<file path="config.mk">
export PLATFORM = sky130hd
export DESIGN_NAME = gt_reset_sequencer
export DESIGN_NICKNAME = d
export VERILOG_FILES = /design/src/rtl/rifl_gt_pkg.sv /design/src/rtl/sync_2ff.sv /design/src/rtl/gt_reset_sequencer.sv
export SDC_FILE = /design/constraint.sdc
export NUM_CORES = 1
export LEC_CHECK = 0
export ABC_AREA = 0
export CAP_MARGIN = 0
export CORE_AREA = 2 2 39 41
export CTS_BUF_LIST = sky130_fd_sc_hd__clkbuf_8
export CTS_CLUSTER_SIZE = 14
export DETAILED_ROUTE_END_ITERATION = 10
export DIE_AREA = 0 0 41 43
export PLACE_DENSITY = 0.77
export RECOVER_POWER = 25
export SLEW_MARGIN = 25
export SYNTH_ARGS = -nofsm -noshare
export SYNTH_HDL_FRONTEND = slang
export SYNTH_HIERARCHICAL = 1
export SYNTH_SLANG_ARGS = --single-unit
</file>
<file path="constraint.sdc">
create_clock -name clk -period 3.2 [get_ports clk]
set_input_delay 0.96 -clock clk [delete_from_list [all_inputs] [get_ports clk]]
set_output_delay 0.96 -clock clk [all_outputs]
set_load 0.03 [all_outputs]
</file>
<file path="src/rtl/rifl_gt_pkg.sv">
// Shared types and constants for the GT reset sequencer.
package rifl_gt_pkg;

    localparam int unsigned GT_RST_CNT_W = 21;

    typedef enum logic [2:0] {
        ST_IDLE,
        ST_RESET_ALL,
        ST_WAIT_CLK,
        ST_WAIT_DONE,
        ST_READY,
        ST_FAULT
    } gt_rst_state_t;

    // gt_reset_all is released only while the transceiver is being brought up or is up.
    function automatic logic gt_reset_active(input gt_rst_state_t s);
        return !(s inside {ST_WAIT_CLK, ST_WAIT_DONE, ST_READY});
    endfunction

endpackage

</file>
<file path="src/rtl/sync_2ff.sv">
// Single-bit two-flop synchronizer with synchronous active-high clear.
module sync_2ff (
    input  logic i_clk,
    input  logic i_rst,
    input  logic i_d,
    output logic o_q
);

    (* ASYNC_REG = "TRUE" *) logic r_meta;
    (* ASYNC_REG = "TRUE" *) logic r_sync;

    always_ff @(posedge i_clk) begin
        if (i_rst) begin
            r_meta <= 1'b0;
            r_sync <= 1'b0;
        end else begin
            r_meta <= i_d;
            r_sync <= r_meta;
        end
    end

    assign o_q = r_sync;

endmodule

</file>
<file path="src/rtl/gt_reset_sequencer.sv">
// GT bring-up and recovery sequencer on the free-running init clock.
// Define RIFL_GT_RESET_RETRY_EN to enable WAIT-state timeouts, retries and the FAULT state.
module gt_reset_sequencer
    import rifl_gt_pkg::*;
#(
    parameter int unsigned RESET_PULSE_CYCLES = 16,
    parameter int unsigned TIMEOUT_CYCLES     = 1048576,
    parameter int unsigned MAX_RETRY          = 3
) (
    input  logic       clk,
    input  logic       rst,
    input  logic       gt_powergood,
    input  logic       usrclk_active,
    input  logic       tx_reset_done,
    input  logic       rx_reset_done,
    output logic       gt_reset_all,
    output logic       datapath_rst,
    output logic       gt_ready,
    output logic       fault,
    output logic [1:0] retry_cnt
);

    localparam int unsigned PULSE_W = (RESET_PULSE_CYCLES > 1) ? $clog2(RESET_PULSE_CYCLES) : 1;
    localparam logic [PULSE_W-1:0] PULSE_LAST = PULSE_W'(RESET_PULSE_CYCLES - 1);

    if (RESET_PULSE_CYCLES < 1 || TIMEOUT_CYCLES < 2 ||
        TIMEOUT_CYCLES > (1 << GT_RST_CNT_W) || MAX_RETRY > 3) begin : g_cfg_check
        $error("gt_reset_sequencer: illegal parameter set");
    end

    logic w_pg, w_usrclk, w_tx_done, w_rx_done;

    sync_2ff u_sync_pg     (.i_clk(clk), .i_rst(rst), .i_d(gt_powergood),  .o_q(w_pg));
    sync_2ff u_sync_usrclk (.i_clk(clk), .i_rst(rst), .i_d(usrclk_active), .o_q(w_usrclk));
    sync_2ff u_sync_tx     (.i_clk(clk), .i_rst(rst), .i_d(tx_reset_done), .o_q(w_tx_done));
    sync_2ff u_sync_rx     (.i_clk(clk), .i_rst(rst), .i_d(rx_reset_done), .o_q(w_rx_done));

    gt_rst_state_t      r_state, w_next;
    logic [PULSE_W-1:0] r_pulse_cnt;
    logic               w_pulse_done, w_timeout, w_retry_left;
    logic               r_gt_reset_all, r_datapath_rst, r_gt_ready;

    assign w_pulse_done = (r_pulse_cnt == PULSE_LAST);

    always_comb begin
        w_next = r_state;
        case (r_state)
            ST_IDLE:      if (w_pg) w_next = ST_RESET_ALL;
            ST_RESET_ALL: if (!w_pg) w_next = ST_IDLE;
                          else if (w_pulse_done) w_next = ST_WAIT_CLK;
            ST_WAIT_CLK:  if (!w_pg) w_next = ST_IDLE;
                          else if (w_usrclk) w_next = ST_WAIT_DONE;
                          else if (w_timeout) w_next = w_retry_left ? ST_RESET_ALL : ST_FAULT;
            ST_WAIT_DONE: if (!w_pg) w_next = ST_IDLE;
                          else if (w_tx_done && w_rx_done) w_next = ST_READY;
                          else if (w_timeout) w_next = w_retry_left ? ST_RESET_ALL : ST_FAULT;
            ST_READY:     if (!w_pg) w_next = ST_IDLE;
                          else if (!w_usrclk || !w_tx_done || !w_rx_done) w_next = ST_RESET_ALL;
            ST_FAULT:     w_next = ST_FAULT;
            default:      w_next = ST_IDLE;
        endcase
    end

    // Outputs are registered from the next state so they change on the same edge as r_state.
    always_ff @(posedge clk) begin
        if (rst) begin
            r_state        <= ST_IDLE;
            r_pulse_cnt    <= '0;
            r_gt_reset_all <= 1'b1;
            r_datapath_rst <= 1'b1;
            r_gt_ready     <= 1'b0;
        end else begin
            r_state        <= w_next;
            r_pulse_cnt    <= (r_state == ST_RESET_ALL && w_next == ST_RESET_ALL) ?
                              r_pulse_cnt + PULSE_W'(1) : '0;
            r_gt_reset_all <= gt_reset_active(w_next);
            r_datapath_rst <= (w_next != ST_READY);
            r_gt_ready     <= (w_next == ST_READY);
        end
    end

    assign gt_reset_all = r_gt_reset_all;
    assign datapath_rst = r_datapath_rst;
    assign gt_ready     = r_gt_ready;

`ifdef RIFL_GT_RESET_RETRY_EN
    localparam logic [GT_RST_CNT_W-1:0] WAIT_LAST   = GT_RST_CNT_W'(TIMEOUT_CYCLES - 1);
    localparam logic [1:0]              MAX_RETRY_2 = 2'(MAX_RETRY);

    logic [GT_RST_CNT_W-1:0] r_wait_cnt;
    logic [1:0]              r_retry_cnt;
    logic                    r_fault;
    logic                    w_in_wait, w_retry_inc;

    assign w_in_wait    = (r_state == ST_WAIT_CLK) || (r_state == ST_WAIT_DONE);
    // A WAIT state only returns to RESET_ALL through a timeout with retries left.
    assign w_retry_inc  = w_in_wait && (w_next == ST_RESET_ALL);
    assign w_timeout    = (r_wait_cnt == WAIT_LAST);
    assign w_retry_left = (r_retry_cnt < MAX_RETRY_2);

    always_ff @(posedge clk) begin
        if (rst) begin
            r_wait_cnt  <= '0;
            r_retry_cnt <= '0;
            r_fault     <= 1'b0;
        end else begin
            r_wait_cnt <= (w_in_wait && w_next == r_state) ? r_wait_cnt + GT_RST_CNT_W'(1) : '0;
            if (w_retry_inc && r_retry_cnt != 2'd3)
                r_retry_cnt <= r_retry_cnt + 2'd1;
            r_fault <= (w_next == ST_FAULT);
        end
    end

    assign fault     = r_fault;
    assign retry_cnt = r_retry_cnt;
`else
    assign w_timeout    = 1'b0;
    assign w_retry_left = 1'b0;
    assign fault        = 1'b0;
    assign retry_cnt    = 2'b00;
`endif

endmodule

</file>
==> impl_metrics.py, run 1 <==
metrics = {
    "clock_tree": {
        "postCtsHoldBufs": 0,
        "cts_tree": "done",
        "cts.clk_slew.worst_paths_ns": 0.07,
        "numCtsBuffers": 3,
        "htree_levels": 1,
        "clk_latency_ns": 0.25,
        "cts_setup_buffers": 0,
        "clock-root-buffer": "clkbuf_8",
        "post_cts_resized": 0,
        "clock_path_buffers": 2,
        "cts_sinks": 18,
    },
    "grt": {
        "grt_overflow_total": 0,
        "grt_pass1_vias": 399,
        "grt_max_degree": 14,
        "grt_pass1_wl_mm": 1.70,
        "grt_use_total_pct": 14.3,
        "antenna_found_initial": 0,
    },
    "worst_setup_path": {
        "critPathLaunchType": "flop",
        "required_ns": 2.24,
        "cp.arrival_ns": 1.22,
        "endpoint_kind": "primary output",
        "crit_family": "buffers and inverters",
        "slowest_stage": "clkdlybuf4s50_1",
        "timing.rr.end": "gt_reset_all",
        "r2r_slack_ns": 1.81,
        "critPathLaunch": "datapath_rst",
        "worstPathMaxFanout": 1,
        "rr_worst_depth": 5,
        "path_class": "flop to primary output",
        "r2r-start": "r_pulse_cnt[0]",
        "critPathBufInv": 1,
        "cp_cell_sequence": "clkdlybuf4s50_1",
        "cp_slowest_stage_delay_ns": 0.66,
    },
    "timing": {
        "setup_tns_ns": 0,
        "setup_viol": 0,
        "period_needed_ns": 2.18,
        "final_max_slew_viol_count": 0,
        "hold_violations": 0,
        "post-route-period-util_pct": 68.1,
        "grt_setup_unrepaired": "false",
        "skew_ns": 0.00137,
        "fmax_mhz": 459,
    },
    "drt": {
        "drt-initial-drc-count": 9,
        "firstDrtPassIters": 4,
        "vias_per_cell": 5.07,
        "avgRoutedWirePerCell_um": 10.5,
        "postRouteAntennaNets": 0,
        "wirelength_um": 966,
        "drc": 0,
        "num_vias": 466,
    },
    "placed_design": {
        "gp_congestion": 0.711,
        "dp_hpwl_um": 716,
        "io_buffers": 8,
    },
    "floorplanning": {
        "floorplan.initialDensity_pct": 48.2,
        "dieArea_mm2": 0.00176,
        "rows": 14,
        "die_x_um": 41,
        "chipHeight_um": 43,
        "num_io_pins": 12,
        "core_mm2": 0.00138,
    },
    "logic_synthesis": {
        "yosys.area.top_type": "dfxtp_1",
        "yosysMostFrequentCell": "dfxtp_1",
        "synth_seq_area_share_pct": 54.0,
        "ys_seq_elements": 18,
        "yosysWarnings": 6,
        "synth_top_cells_by_count": "dfxtp_1, nor2b_1, nand2_1, nor2_1",
        "synth_area_leaders": "dfxtp_1, nor2b_1, nand2b_4",
        "ys.flop_type": "dfxtp_1",
        "async_reset_ff_share_pct": 0,
        "synth_edf_count": 0,
        "yosysUniqueCellTypes": 28,
        "synth_cells": 65,
        "synth_top_area_share_pct": 54.0,
        "synth_area_um2": 667,
        "synth.avg_cell_area_um2": 10.3,
    },
    "job": {
        "drv_cap": 0,
    },
    "pwr": {
        "p_per_area_mw_per_mm2": 534,
        "irDropWorstVdd_mv": 0.295,
        "leakagePower_nw": 0.314,
    },
    "run_status": {
        "outcome": "completed",
    },
    "hold_path": {
        "hold_depth": 1,
        "min_from": "u_sync_rx/r_meta",
        "hold-path-endpoint": "u_sync_rx/o_q",
        "worstHoldPathType": "flop to flop",
    },
    "finish": {
        "fin_util_pct": 58.3,
        "drive_above_1_share_pct": 11.8,
        "nFillCells": 127,
        "fin_nets": 84,
        "area_growth_pct": 21.0,
        "diodes": 0,
    },
}
-- registers in the layout, indices dropped and copies added (netlist names) --
name / flops
u_sync_rx/o_q: 1
u_sync_usrclk/r_meta: 1
u_sync_usrclk/o_q: 1
u_sync_tx/r_meta: 1
u_sync_rx/r_meta: 1
r_pulse_cnt: 4
gt_ready: 1
r_state: 3
gt_reset_all: 1
datapath_rst: 1
u_sync_pg/o_q: 1
u_sync_pg/r_meta: 1
u_sync_tx/o_q: 1
-- cells by family (layout without fill, tap and decap cells) --
| group | Yosys count | count (layout) | share of synthesized area, % |
|---|---|---|---|
| flops | 18 | 18 | 54.0 |
| other cells | 1 | 3 | 0.562 |
| buf+inv | 6 | 15 | 5.07 |
| compound gates | 9 | 9 | 10.5 |
| xor+xnor | 2 | 2 | 2.63 |
| fa+ha+maj | 1 | 1 | 1.88 |
| simple gates | 28 | 28 | 25.3 |
-- through the flow --
stage	setup WS [ns]	instance area (um2)	total power [mW]	hold WS [ns]	cells
2_1_floorplan	1.57	674	0.250	0.414	67
3_3_place_gp	0.853	752	0.255	0.415	88
3_5_place_dp	0.828	752	0.256	0.429	88
4_1_cts	1.01	807	0.433	0.445	92
5_1_grt	0.912	807	0.447	0.457	92
6_report	1.02	807	0.431	0.440	92
-- cell type report --
type	instances	area [um2]	area share (%)
sequential	18	360	44.7
multi-input combinational	43	280	34.7
clock buffer	4	55.1	6.82
tap	16	20.0	2.48
inverter	3	11.3	1.40
timing repair buffer	8	80.1	9.92
-- where the power goes --
group          switching, mW  total [mW]  internal, mW
clock network         0.0707       0.180         0.109
logic                 0.0100      0.0192       0.00920
registers            0.00249       0.232         0.229
-- per-layer routing --
layer,vias up,track usage (%),wire length [um],share of wire (%)
met1,204,19.8,457,47
met5,-,0,0,0
li1,231,-,-,-
met4,0,10.0,21,2.2
met3,4,1.57,59,6.1
met2,27,19.7,428,44
-- cells in the final DEF (no fill, tap or decap), drive strengths merged, types with 2 or more instances in the layout --
cell type / count
clkbuf: 4
conb: 3
nand2: 4
nor2b: 8
dfxtp: 18
inv: 3
nand3: 2
nand2b: 4
nor2: 5
clkdlybuf4s50: 7
-- worst max-delay path by stage --
stage,cells after the start,to
floorplan,3,r_pulse_cnt[3]
finish,1,datapath_rst
detailed placement,4,r_pulse_cnt[1]
global placement,4,r_pulse_cnt[3]
CTS,1,datapath_rst
global route,4,gt_reset_all
Note: power is estimated with default switching activity, not from simulation.
==> run 2, diff against run 1 <==
- clock period: 3.2 -> 2.2 ns (I/O delays scaled with it)
==> run 2 against run 1 <==
Net effect: critical path depth is the same; combinational power grew 48%; wire length is 10% higher; setup slack got worse by 0.69 ns; register-to-register slack lost 1.0 ns; clock power up 48%; flip-flop and latch count stayed put; worst hold slack got worse by 0.0039 ns; first-iteration DRC count increased by 56%; sequential share of layout area shrank 0.21 points; non-clock buffer count rose by 1; critical path type unchanged; largest power group unchanged.
==> impl_metrics.py, run 2 (same netlist as run 1, synthesis figures left out) <==
metrics = {
    "clock_tree": {
        "cts.clk_slew.worst_paths_ns": 0.07,
        "postCtsHoldBufs": 0,
        "numCtsBuffers": 3,
        "cts_setup_buffers": 0,
        "cts_tree": "done",
        "clk_latency_ns": 0.26,
        "clock_path_buffers": 2,
        "post_cts_resized": 0,
        "clock-root-buffer": "clkbuf_8",
        "cts_sinks": 18,
        "htree_levels": 1,
    },
    "finish": {
        "final_area_um2": 811,
        "fin_nets": 85,
        "largest_register_ffs": 4,
        "final_cell_mix": "dfxtp_1, nor2b_1, clkdlybuf4s50_1",
        "drive_above_1_share_pct": 11.7,
        "area_growth_pct": 21.6,
        "final_common_cell": "dfxtp_1",
        "top_regs": "r_pulse_cnt: 4 flops, r_state: 3 flops",
        "regMostFlops": "r_pulse_cnt",
        "fin_util_pct": 58.6,
        "nFillCells": 124,
        "diodes": 0,
    },
    "floorplanning": {
        "floorplan.initialDensity_pct": 48.2,
        "rows": 14,
        "num_io_pins": 12,
        "dieArea_mm2": 0.00176,
        "die_x_um": 41,
        "chipHeight_um": 43,
        "core_mm2": 0.00138,
    },
    "drt": {
        "drt-initial-drc-count": 14,
        "postRouteAntennaNets": 0,
        "vias_per_cell": 5.00,
        "drc": 0,
        "num_vias": 465,
        "wirelength_mm": 1.07,
        "avgRoutedWirePerCell_um": 11.5,
        "firstDrtPassIters": 4,
    },
    "timing": {
        "final_max_slew_viol_count": 0,
        "timing.hold.ws_ns": 0.436,
        "hold_violations": 0,
        "skew_ns": 0.00264,
        "setup_tns_ns": 0,
        "fmax_mhz": 534,
        "period_needed_ns": 1.87,
        "post-route-period-util_pct": 85.2,
        "grt_setup_unrepaired": "false",
        "setup_viol": 0,
    },
    "worst_setup_path": {
        "crit_cells": 1,
        "cp.arrival_ns": 1.21,
        "crit_family": "buffers and inverters",
        "required_ns": 1.54,
        "endpoint_kind": "primary output",
        "critPathLaunchType": "flop",
        "path_class": "flop to primary output",
        "slowest_stage": "clkdlybuf4s50_1",
        "rr_worst_depth": 5,
        "cp_slowest_stage_delay_ns": 0.66,
        "worstPathMaxFanout": 1,
        "critPathBufInv": 1,
        "cp_cell_sequence": "clkdlybuf4s50_1",
    },
    "job": {
        "drv_cap": 0,
    },
    "pwr": {
        "p_per_area_mw_per_mm2": 780,
        "irDropWorstVdd_mv": 0.468,
        "total_power_uw": 633,
        "leakagePower_nw": 0.315,
    },
    "hold_path": {
        "hold_depth": 1,
        "worstHoldPathType": "flop to flop",
    },
    "placed_design": {
        "placed_cell_area_um2": 759,
        "gp_congestion": 0.881,
        "io_buffers": 8,
    },
    "run_status": {
        "outcome": "completed",
    },
    "grt": {
        "grt_use_total_pct": 16.1,
        "antenna_found_initial": 0,
        "grt_pass1_vias": 446,
        "grt_pass1_wl_mm": 1.81,
        "grt_overflow_total": 0,
        "grt_max_degree": 11,
    },
}
==> run 2: path summary, 6_finish.rpt <==
check	from	end	slack [ns]
worst max register to register	r_pulse_cnt[0]	gt_reset_all	0.78
worst min register to register	u_sync_rx/r_meta	u_sync_rx/o_q	0.44
worst max-delay path	gt_ready	gt_ready	0.33
worst min-delay path	u_sync_rx/r_meta	u_sync_rx/o_q	0.44
==> run 2: per-stage QoR <==
step | std cells | setup slack, ns
finish | 93 | 0.326
global route | 93 | 0.270
CTS | 93 | 0.316
detailed placement | 89 | 0.349
global placement | 89 | 0.353
floorplan | 67 | 0.870
==> run 2: routing by layer <==
metal  share of wire, %  up-vias  global-route usage (%)
met5                  0        -                       0
met4                2.5        0                    12.0
met3                7.1        4                    6.28
met2                 51       17                    24.7
met1                 39      212                    16.6
li1                   -      232                       -
==> run 2: where the power goes <==
part	total (mW)	internal [mW]	switching [mW]	leakage, nW
clock	0.267	0.159	0.108	0.0288
sequential	0.337	0.333	0.00370	0.147
combinational	0.0284	0.0137	0.0147	0.139
total	0.633	0.506	0.127	0.315
==> run 2: final cells by class <==
type / count / area (um2) / share of cell area (%)
Clock buffer: 4 / 55.1 / 6.79
Sequential cell: 18 / 360 / 44.4
Tap cell: 16 / 20.0 / 2.47
Timing Repair Buffer: 9 / 83.8 / 10.3
Inverter: 3 / 11.3 / 1.39
Multi-Input combinational cell: 43 / 280 / 34.6
